`src/rtl/midi_msg_encoder.sv`:
```
// MIDI channel-message transmitter: queues note events and serialises them as
// status/note/velocity bytes over a valid/ready byte stream, with optional running status.
module midi_msg_encoder #(
  parameter bit RUNNING_STATUS = 1'b1,
  parameter int RS_REFRESH     = 9_600_000,
  parameter int FIFO_AW        = 2
) (
  input  logic       clk,
  input  logic       rst,
  input  logic       note_pressed,
  input  logic       note_released,
  input  logic       note_keypress,
  input  logic [3:0] channel,
  input  logic [6:0] note,
  input  logic [6:0] velocity,
  output logic [7:0] byte_data,
  output logic       byte_valid,
  input  logic       byte_ready,
  output logic       fifo_full,
  output logic       drop,
  output logic       idle
);
  localparam int DEPTH = 1 << FIFO_AW;
  localparam int TW    = $clog2(RS_REFRESH + 1);

  typedef struct packed {
    logic [3:0] op;
    logic [3:0] ch;
    logic [6:0] note;
    logic [6:0] vel;
  } evt_t;

  typedef enum logic [1:0] {S_IDLE, S_STATUS, S_DATA1, S_DATA2} state_t;

  evt_t               mem [DEPTH];
  logic [FIFO_AW-1:0] wp, rp;
  logic [FIFO_AW:0]   cnt;
  logic               empty, any_stb, collide, push, pop, hs, rs_hit;
  evt_t               wr_evt, head, msg;
  logic [7:0]         head_st, last_st, byte_n;
  logic               last_vld, valid_n;
  logic [TW-1:0]      rs_tmr;
  state_t             state, state_n;

  assign empty     = (cnt == '0);
  assign fifo_full = (cnt == (FIFO_AW+1)'(DEPTH));
  assign idle      = empty && (state == S_IDLE);
  assign any_stb   = note_pressed | note_released | note_keypress;
  assign collide   = (note_pressed & (note_released | note_keypress)) | (note_released & note_keypress);
  assign push      = any_stb && !fifo_full;
  assign hs        = byte_valid && byte_ready;
  assign head      = mem[rp];
  assign head_st   = {head.op, head.ch};
  assign rs_hit    = RUNNING_STATUS && last_vld && (last_st == head_st);

  always_comb begin
    wr_evt.op   = note_pressed ? 4'h9 : (note_released ? 4'h8 : 4'hA);
    wr_evt.ch   = channel;
    wr_evt.note = note;
    wr_evt.vel  = velocity;
  end

  always_ff @(posedge clk) begin
    if (push) mem[wp] <= wr_evt;
  end

  // A full FIFO refuses the write even if a pop frees a slot on the same edge.
  always_ff @(posedge clk) begin
    if (rst) begin
      wp   <= '0;
      rp   <= '0;
      cnt  <= '0;
      drop <= 1'b0;
    end else begin
      drop <= collide || (any_stb && fifo_full);
      if (push) wp <= wp + 1'b1;
      if (pop)  rp <= rp + 1'b1;
      if (push && !pop)      cnt <= cnt + 1'b1;
      else if (pop && !push) cnt <= cnt - 1'b1;
    end
  end

  always_comb begin
    state_n = state;
    byte_n  = byte_data;
    valid_n = byte_valid;
    pop     = 1'b0;
    case (state)
      S_IDLE:   if (!empty) pop = 1'b1;
      S_STATUS: if (hs) begin
        state_n = S_DATA1;
        byte_n  = {1'b0, msg.note};
      end
      S_DATA1:  if (hs) begin
        state_n = S_DATA2;
        byte_n  = {1'b0, msg.vel};
      end
      S_DATA2:  if (hs) begin
        if (!empty) pop = 1'b1;
        else begin
          state_n = S_IDLE;
          valid_n = 1'b0;
        end
      end
      default:  state_n = S_IDLE;
    endcase
    // Popping covers both the idle start and back-to-back continuation from S_DATA2.
    if (pop) begin
      state_n = rs_hit ? S_DATA1 : S_STATUS;
      byte_n  = rs_hit ? {1'b0, head.note} : head_st;
      valid_n = 1'b1;
    end
  end

  always_ff @(posedge clk) begin
    if (rst) begin
      state      <= S_IDLE;
      byte_data  <= 8'h00;
      byte_valid <= 1'b0;
      msg        <= '0;
    end else begin
      state      <= state_n;
      byte_data  <= byte_n;
      byte_valid <= valid_n;
      if (pop) msg <= head;
    end
  end

  // Running status expires after RS_REFRESH idle cycles so a late-joining receiver resyncs.
  always_ff @(posedge clk) begin
    if (rst) begin
      last_st  <= 8'h00;
      last_vld <= 1'b0;
      rs_tmr   <= '0;
    end else begin
      if (hs) rs_tmr <= '0;
      else if (state == S_IDLE && rs_tmr != TW'(RS_REFRESH)) rs_tmr <= rs_tmr + 1'b1;
      if (RUNNING_STATUS && state == S_STATUS && hs) begin
        last_st  <= {msg.op, msg.ch};
        last_vld <= 1'b1;
      end else if (rs_tmr == TW'(RS_REFRESH)) begin
        last_vld <= 1'b0;
      end
    end
  end

endmodule
```
`config.mk`:
```
export PLATFORM = sky130hd
export DESIGN_NAME = midi_msg_encoder
export DESIGN_NICKNAME = d
export VERILOG_FILES = /design/src/rtl/midi_msg_encoder.sv
export SDC_FILE = /design/constraint.sdc
export NUM_CORES = 1
export LEC_CHECK = 0
export BUFFER_PORTS_ARGS = -buffer_cell sky130_fd_sc_hd__buf_4
export CORE_MARGIN = 3
export CORE_UTILIZATION = 50
export DETAILED_ROUTE_END_ITERATION = 7
export PLACE_DENSITY_LB_ADDON = 0.2
export SLEW_MARGIN = 20
export SYNTH_ARGS = -nofsm -noshare
export SYNTH_HDL_FRONTEND = slang
export SYNTH_SLANG_ARGS = --single-unit
```
`constraint.sdc`:
```
create_clock -name clk -period 3.2 [get_ports clk]
set_input_delay 0.16 -clock clk [delete_from_list [all_inputs] [get_ports clk]]
set_output_delay 0.16 -clock clk [all_outputs]
set_load 0.01 [all_outputs]
```
==> metrics.txt <==
Clock Root Buffer sky130_fd_sc_hd__clkbuf_16; fin nets 612; most common cell after layout, fill and taps aside sky130_fd_sc_hd__edfxtp_1; insertion delay of the later-clocked pin in the worst-skew pair about 430 ps; Hold/Removal Path Class in -> reg; Clock Sinks 154; Clock Skew 9.33 ps; Yosys cell types 47; fraction of registers with async set/reset 0%; post-route cell area 7580 µm²; total grt overflow 0; highest achievable clock rate 402 MHz; transition time of the tightest slew-check pin 939 ps; Post-CTS Setup Repair Bufs 0; cts hold-fix bufs 19; area leader, netlist sky130_fd_sc_hd__edfxtp_1; wire length of the first global-routing pass ~21,000 µm; cells on worst reg2reg path 6; worst path cell trace mux4_1 -> xnor2_1 -> nand3_1 -> nor3_4 -> a21oi_1 -> a2111oi_2; arrival time worst endpoint 2820 ps; Hold Vio Cnt, Final 0; combinational family with the most area after synthesis simple AND/OR/NAND/NOR gates; critical path capture point type flip-flop; number of enable flip-flop cells after synthesis 80; number of buffers on the longest clock path 2; Simple-Gate Fraction of Synth Area 12.8%; Final HPWL DP 8030 µm; stage delay of the slowest cell on the critical path 650 ps; setup tns final 0 ps; cell leakage power 2.68 nW; net count after synthesis 555; biggest area contributors in the synthesized netlist sky130_fd_sc_hd__edfxtp_1 38%, sky130_fd_sc_hd__dfxtp_1 23%, sky130_fd_sc_hd__mux4_2 5.3%; top-area cell type share of the netlist area 37.7%; Die Span X 119 µm; post-DR wirelength/cell between 15 and 20 µm; RSZ-0062 raised after global routing no; Period minus WS final 2490 ps; Max rail drop VDD 716 µV; core area 12,300 µm²; period utilisation layout approximately 78%; maximum number of pins on one net before global-route repair 55; mean area per synthesized cell 12.3 µm²; sequential-to-total area share from yosys stat just over 60%; share of total power in the clock network 29.9%; I/O Buffers 35; M1 WL 5400 µm; Syn Std Cell Area 6380 µm²; routed wire length on met2 about 6500 µm; last weighted congestion value of the routability-driven placer 0.760; required time of the worst setup path 3530 ps; number of gates resized after CTS 0; initial core utilization between 50% and 60%; total die area 14,100 µm²; final max-slew violation count 0; outcome complete, no violations; DRC violation total after the first TritonRoute iteration ~370; portion of total power attributed to combinational logic 28.2%; wire length on met3 532 µm; Synth warnings 0; total number of placement rows 40; commonest register cell after synthesis sky130_fd_sc_hd__edfxtp_1; GRT Overall Usage 19.2%; power per cell area 881 nW/µm²; antenna diode count 0; synthesized-area fraction occupied by xor and xnor cells between 3 and 4%; uppermost metal layer occupied by signal nets met4; multiplexer share of the synthesized area 10.1%; die outline height 119 µm; number of search-and-repair iterations in the first detailed-routing pass 6; worst rel slew slack between 30% and 40%; Internal 4.52 mW; via count normalized by instance count 5.44; cell with the largest stage delay on the worst path sky130_fd_sc_hd__mux4_1; antenna violations before repair 0; number of top-level design ports 36; clk slew on worst S/H paths 70 ps; Critical Setup Path Class reg -> reg; number of synthesized register bits 154; number of violations of the max-capacitance limit 0; Setup violations, final 0; part of the total power dissipated in sequential elements between 40% and 50%; DRT antenna net count 0; final routed DRC violation total 0; switching part of the total power 32.4%; worst hold margin between 30 and 40 ps; cell area after placement about 6800 µm²; Area growth syn-to-layout 18.9%; number of instances in the synthesized netlist 519; share of layout cells above drive strength 1 16.3%; commonest cells after routing, fill and taps aside 80 x sky130_fd_sc_hd__edfxtp_1, 74 x sky130_fd_sc_hd__dfxtp_1, 61 x sky130_fd_sc_hd__nand2_1; final WL 12,800 µm; WHS Path Cells 3; number of global-route vias before repair 4,168; Synth Area in Compound Gates 6.99%; post-layout power 6.68 mW; cts bufs inserted 17; net load switching power 2.16 mW; total number of H-tree levels 4; Synth Area in Adders 2.63%; number of vias after detailed routing 4,119; critical path fanouts, max 13; Critical Path Source Type flip-flop; TritonCTS clock tree yes
flip-flops by register name (all words and copies together) (netlist names), named ones only:
register	flops
rs_tmr	24
mem	80
byte_valid	1
msg	21
drop	1
state	2
cnt	3
last_vld	1
last_st	7
rp	2
wp	2
byte_data	8
area by class of cell:
class                   instances  area, µm²
fillers                       932       4680
clock inverters                13        155
flip-flops and latches        154       3880
well taps                     168        210
multi-input cells             327       2330
repair buffers                 63        520
clock buffers                  19        433
inverters                      13       48.8
power by group through the flow:
stage          registers (mW)  logic [mW]  clock network, mW
3_5_place_dp             2.84        1.88                  0
3_3_place_gp             2.81        1.82                  0
5_1_grt                  2.85        2.11               2.12
2_1_floorplan            2.77        1.37                  0
6_report                 2.80        1.88               2.00
4_1_cts                  2.80        1.91               2.03
synth_stat cells (11+ instances only):
cell	count
sky130_fd_sc_hd__nand2_1	61
sky130_fd_sc_hd__nor3_1	13
sky130_fd_sc_hd__mux4_2	15
sky130_fd_sc_hd__mux2i_1	23
sky130_fd_sc_hd__inv_1	12
sky130_fd_sc_hd__nor2_1	52
sky130_fd_sc_hd__edfxtp_1	80
sky130_fd_sc_hd__xnor2_1	20
sky130_fd_sc_hd__a21oi_1	38
sky130_fd_sc_hd__ha_1	11
sky130_fd_sc_hd__dfxtp_1	74
sky130_fd_sc_hd__clkbuf_1	17
critical path, delay by kind of cell (launching register included):
| family | cells | cell delay, ps |
|---|---|---|
| muxes | 1 | 650 |
| and+or+nand+nor | 2 | 590 |
| AOI/OAI and AO/OA | 2 | 510 |
| DFF | 1 | 460 |
| xor gates and xnor gates | 1 | 170 |
per-layer routing:
metal	track usage (%)	up-vias
li1	-	2002
met1	23.2	2001
met2	32.6	88
met3	5.37	28
met4	7.82	0
met5	0	-
through the flow:
stage	utilization, %	cells	setup WS (ps)
finish	61.8	757	712
global route	61.8	757	497
CTS	61.8	757	687
detailed placement	55.5	706	713
global placement	55.5	706	855
floorplan	-	519	617
final timing paths:
check	startpoint	end	slack, ps
worst max-delay path	flip-flop	byte_data[2]	710
worst min-delay path	note_keypress	drop	30
worst max register to register	flip-flop	byte_data[2]	710
worst min register to register	msg[14]	msg[14]	450
logic make-up (layout without fill, tap and decap cells):
logic type	count (synthesis)	count (layout)
fa+ha+maj	13	13
compound gates	70	70
mux	41	41
simple gates	175	175
xor+xnor	28	28
buf+inv	38	108
flops	154	154
Note: power is estimated with default switching activity, not from simulation.
